--- config.mk ---
export PLATFORM = sky130hd
export DESIGN_NAME = add_sub_unit
export DESIGN_NICKNAME = d
export VERILOG_FILES = /design/src/rtl/add_sub_unit.sv
export SDC_FILE = /design/constraint.sdc
export NUM_CORES = 1
export LEC_CHECK = 0
export CAP_MARGIN = 20
export CORE_ASPECT_RATIO = 1.5
export CORE_MARGIN = 2
export CORE_UTILIZATION = 30
export DETAILED_ROUTE_END_ITERATION = 12
export HOLD_SLACK_MARGIN = 0.02
export SETUP_SLACK_MARGIN = 0.5
export SLEW_MARGIN = 20
export SYNTH_ARGS = -nofsm -noshare
export SYNTH_HDL_FRONTEND = slang
export SYNTH_SLANG_ARGS = --single-unit
export TNS_END_PERCENT = 30
--- constraint.sdc ---
create_clock -name clk -period 1.2 [get_ports clk]
set_input_delay 0.24 -clock clk [delete_from_list [all_inputs] [get_ports clk]]
set_output_delay 0.24 -clock clk [all_outputs]
set_load 0.02 [all_outputs]
--- src/rtl/add_sub_unit.sv ---
// Registered N-bit two's-complement adder/subtractor with carry, overflow, zero and negative flags.
// One result per cycle with one cycle of latency; out and flags hold their value between valid results.
`timescale 1ns/1ps

module add_sub_unit #(
    parameter int N = 8
) (
    input  logic         clk,
    input  logic         rst_n,
    input  logic [N-1:0] in_a,
    input  logic [N-1:0] in_b,
    input  logic         sub,
    input  logic         in_valid,
    output logic [N-1:0] out,
    output logic         out_valid,
    output logic         carry,
    output logic         overflow,
    output logic         zero,
    output logic         negative
);

    logic [N-1:0] b_eff;
    logic [N:0]   sum;
    logic [N-1:0] result;
    logic         result_carry;
    logic         result_overflow;

    // Subtraction is A + ~B + 1, so carry-out doubles as "no borrow".
    always_comb begin
        b_eff           = in_b ^ {N{sub}};
        sum             = {1'b0, in_a} + {1'b0, b_eff} + {{N{1'b0}}, sub};
        result          = sum[N-1:0];
        result_carry    = sum[N];
        result_overflow = (in_a[N-1] == b_eff[N-1]) && (result[N-1] != in_a[N-1]);
    end

    // Flags are registered together with out so they always describe the same operation.
    always_ff @(posedge clk or negedge rst_n) begin
        if (!rst_n) begin
            out       <= '0;
            out_valid <= 1'b0;
            carry     <= 1'b0;
            overflow  <= 1'b0;
            zero      <= 1'b0;
            negative  <= 1'b0;
        end else begin
            out_valid <= in_valid;
            if (in_valid) begin
                out      <= result;
                carry    <= result_carry;
                overflow <= result_overflow;
                zero     <= (result == '0);
                negative <= result[N-1];
            end
        end
    end

endmodule

**Yosys cells after proc, flatten, opt, wreduce, memory -nomap -nowiden**

Index checks and enable logic that the tools add are counted.

- Eq/ne operators: 2
- Reductions and logical operators: 2
- Add/sub/neg operators: 2
- Bitwise gates (word level): 1

Operators by type and width:

| cell | count |
|---|---|
| $add A8 B8 Y9 | 1 |
| $add A9 B1 Y9 | 1 |
| $logic_not A8 Y1 | 1 |
| $xor A8 B8 Y8 | 1 |
| $eq A1 B1 Y1 | 1 |
| $logic_and A1 B1 Y1 | 1 |
| $ne A1 B1 Y1 | 1 |

- Bits of input ports: 20
- Output and inout bits: 13
- Register bits after elaboration: 13

**Longest topological paths before layout**

- Word-level depth: 5
- Mapped depth: 9
- Depth with buffers taken out: 8

**Worst setup path after synthesis**

OpenSTA, ideal clock, no wires.

- Path kind: input port to flip-flop
- Start point: input sub
- End point: register zero
- Data arrival time: 2.115 ns
- Stages: 9
- Path buffers: 1
- Required time: 1.104 ns
- Setup slack: -1.010 ns
- Path through: buf_6 xor2_1 inv_1 fa_1 nand2b_1 a21oi_1 xnor2_1 or4_1 o32ai_2

- Word-level cells in the longest chain between the ends: 4

RTL lines:

| element | RTL line | RTL |
|---|---|---|
| start, declared | 12 | `input logic sub,` |
| $xor A8 B8 Y8 | 30 | `b_eff = in_b ^ {N{sub}};` |
| $add A8 B8 Y9 | 31 | `sum = {1'b0, in_a} + {1'b0, b_eff} + {{N{1'b0}}, sub};` |
| $add A9 B1 Y9 (*) | 31 |  |
| $logic_not A8 Y1 (*) | 52 | `zero <= (result == '0);` |
| end signal, assigned | 52 |  |
| end, declared | 18 | `output logic zero,` |

Every way passes the cells marked *; elsewhere a longest branch is shown, timed or not.
A chain may end at the register's enable or synchronous reset.

**Worst setup path after layout**

- Start point: input in_b[1]
- End point: register out[6]

- Word-level cells in the longest chain between the ends: 3

RTL lines:

| element | RTL line | RTL |
|---|---|---|
| start, declared | 11 | `input logic [N-1:0] in_b,` |
| $xor A8 B8 Y8 | 30 |  |
| $add A8 B8 Y9 | 31 |  |
| $add A9 B1 Y9 | 31 |  |
| end signal, assigned | 49 | `out <= result;` |
| end, declared | 14 | `output logic [N-1:0] out,` |

No other way between the ends.

==> reports/results.ini <==
[worst_hold_path]
holdCritPathClass = primary input to async pin

[cells_and_area]
area_delta_synth_final_pct = 98.6
fill_cells = 250
multi_input_area_um2 = 773
diodes = 0
final_layout_size_suffix_gt1_share_pct = 61.7
regArea_um2 = 300
nNetsFinal = 184
fin_util_pct = 62.3

[worst_setup_path]
critPathKind = primary input to register
cp-start-kind = primary input
crit_chain = buf_8 -> xor2_4 -> inv_2 -> fa_2 -> nand2b_4 -> buf_6 -> a211oi_4 -> o31a_1 -> nor3_2 -> buf_4 -> mux2_4
crit_fanout = 2
reg2reg_from = overflow
reg2reg_depth = 2
slowest_stage = fa_2
r2r-end = overflow
worst-path-buf-inv = 4
crit_family = compound AO/OA/AOI/OAI gates
cp.required_ns = 1.31
max_stage_delay_ns = 0.41
cp.arrival_ns = 2.17
path_depth = 11
endpoint_kind = register
r2r_slack_ns = 0.36

[synthesis]
syn_nets = 116
synthCells = 88
ys_seq_elements = 12
async_flop_share_pct = 100
ys.flop_type = dfrtp_1
yosys.cell_count.top_type = dfrtp_1
ys_seq_area_share_pct = 33.2
ys_top_cells_by_count = dfrtp_1 (12), xor2_1 (9), ha_1 (7), inv_1 (7), mux2_2 (6)
synth.avg_cell_area_um2 = 10.3
ys_warn_count = 0
synth_area_leaders = dfrtp_1 (33%), ha_1 (9.7%), xor2_1 (8.7%), mux2_2 (7.5%), xnor2_1 (3.9%)
synth_edf_count = 0
synth_top_area_cell = dfrtp_1
yosysUniqueCellTypes = 35
yosys.area.top_type_share_pct = 33.2
syn_area_um2 = 905

[global_route]
antenna_found_initial = 0
grt_pass1_vias = 981
grt_pass1_wl_um = 4440
grt_max_degree = 16
grt_overflow = 0
track_usage_pct = 16.5

[power_and_ir_drop]
power.total_mw = 2.31
powerDensity_mw_per_mm2 = 1290
vdd_drop_max_mv = 0.763
p_leak_nw = 0.790

[timing]
setup_viol = 9
max_freq_mhz = 486
worst_slew_pin_slew_ns = 0.319
final.min_clock_period_ns = 2.06
slew_violations = 0
slew_headroom_pct = 78.5
fin_skew_ns = 0
fin_ws_ns = -0.859
fin_tns_setup_ns = -5.10
holdWs_ns = 0.302
final-hold-violation-count = 0
rsz0062_at_grt = yes
min_period_over_period_pct = 172

[floorplanning]
core_region_area_mm2 = 0.00288
pin_count = 33
row_count = 24
dieHeight_um = 71.3
dieArea_mm2 = 0.00348
dieWidth_um = 48.8
initial_utilization_pct = 31.4

[cts]
postCtsHoldBufs = 0
clock_path_buffers = 2
cts_tree = yes
numClockSinks = 12
root_buffer = clkbuf_8
htreeDepth = 1
cts_made_buffers = 3
clk_latency_ns = 0.23
path_clk_slew_ns = 0.05

[detailed_routing]
routedWlPerCell_um = 13.7
drtIter0Drc = 8
drc = 0
first_pass_iters = 4
vias_per_cell = 4.73
dr_total_vias = 912
drt.antenna.violating_nets = 0
wirelength_um = 2650

[place]
port_buffers = 32
hpwl_um = 1860
gp_congestion = 0.768

[run_status]
violations = setup timing
status = finished, violations left

[job]
drv_cap = 0

## worst register-to-register path: stages (launching register included)
cell and delay [ns]:
dfrtp_1 0.39, nor2b_1 0.13, a31o_2 0.21
## state kept, by name, indices dropped and copies added (netlist names)
register / flops
carry: 1
out: 8
out_valid: 1
overflow: 1
zero: 1
## stage by stage
stage	setup slack (ns)	area, um2	cells
3_3_place_gp	-1.62	1450	178
5_1_grt	-0.928	1800	193
4_1_cts	-0.816	1670	190
3_5_place_dp	-1.66	1450	178
2_1_floorplan	-0.899	943	88
6_report	-0.859	1800	193
## routing by layer
metal / part of all wire [%] / vias up / track usage, %
met4: 2.3 / 0 / 8.25
met1: 35 / 439 / 16.7
met3: 2.9 / 6 / 2.29
met5: 0 / - / 0
met2: 60 / 21 / 32.3
li1: - / 446 / -
## worst max path at each step
stage,startpoint,endpoint,slack [ns]
global route,sub,zero,-0.93
floorplan,sub,zero,-0.90
detailed placement,sub,zero,-1.66
global placement,sub,zero,-1.62
finish,in_b[1],out[6],-0.86
CTS,sub,zero,-0.82
## repair_timing
action                                  CTS  global route
resized for setup                       130            26
buffers inserted                          9             3
endpoints found under the setup margin   25            25
pin swaps                                27            21
hold endpoints to repair                  0             0
## cell type report
class,count,area share (%)
repair buffers,66,33.8
flip-flops and latches,12,16.7
well taps,39,2.72
clock buffers,3,2.30
multi-input cells,66,43.0
inverters,7,1.46
## layout by cell type (no fill, tap or decap), drive strengths merged, types with 2 or more instances in the layout
cell,n
buf,51
dfrtp,12
xor2,9
inv,7
ha,7
dlygate4sd2,6
clkdlybuf4s50,6
mux2,6
o21ai,5
a21oi,5
xnor2,4
nor2,4
clkbuf,3
nand2,3
clkdlybuf4s15,3
nand4,2
mux2i,2
nor3,2
a31oi,2
## cells by family after synthesis
group | after synthesis | synth area share (%)
flip-flops | 12 | 33.2
AND/OR/NAND/NOR | 18 | 10.8
AO/OA/AOI/OAI | 19 | 15.1
buffers and inverters | 10 | 5.39
adder cells (fa/ha/maj) | 8 | 11.9
XOR/XNOR | 13 | 12.6
multiplexers | 8 | 11.1
## where the power goes
group	switching (mW)	total, mW	leakage (nW)	internal (mW)
registers	0.0750	0.581	0.144	0.506
logic	0.597	1.39	0.624	0.791
clock network	0.126	0.345	0.0216	0.219
(Power assumes the default switching activity.)
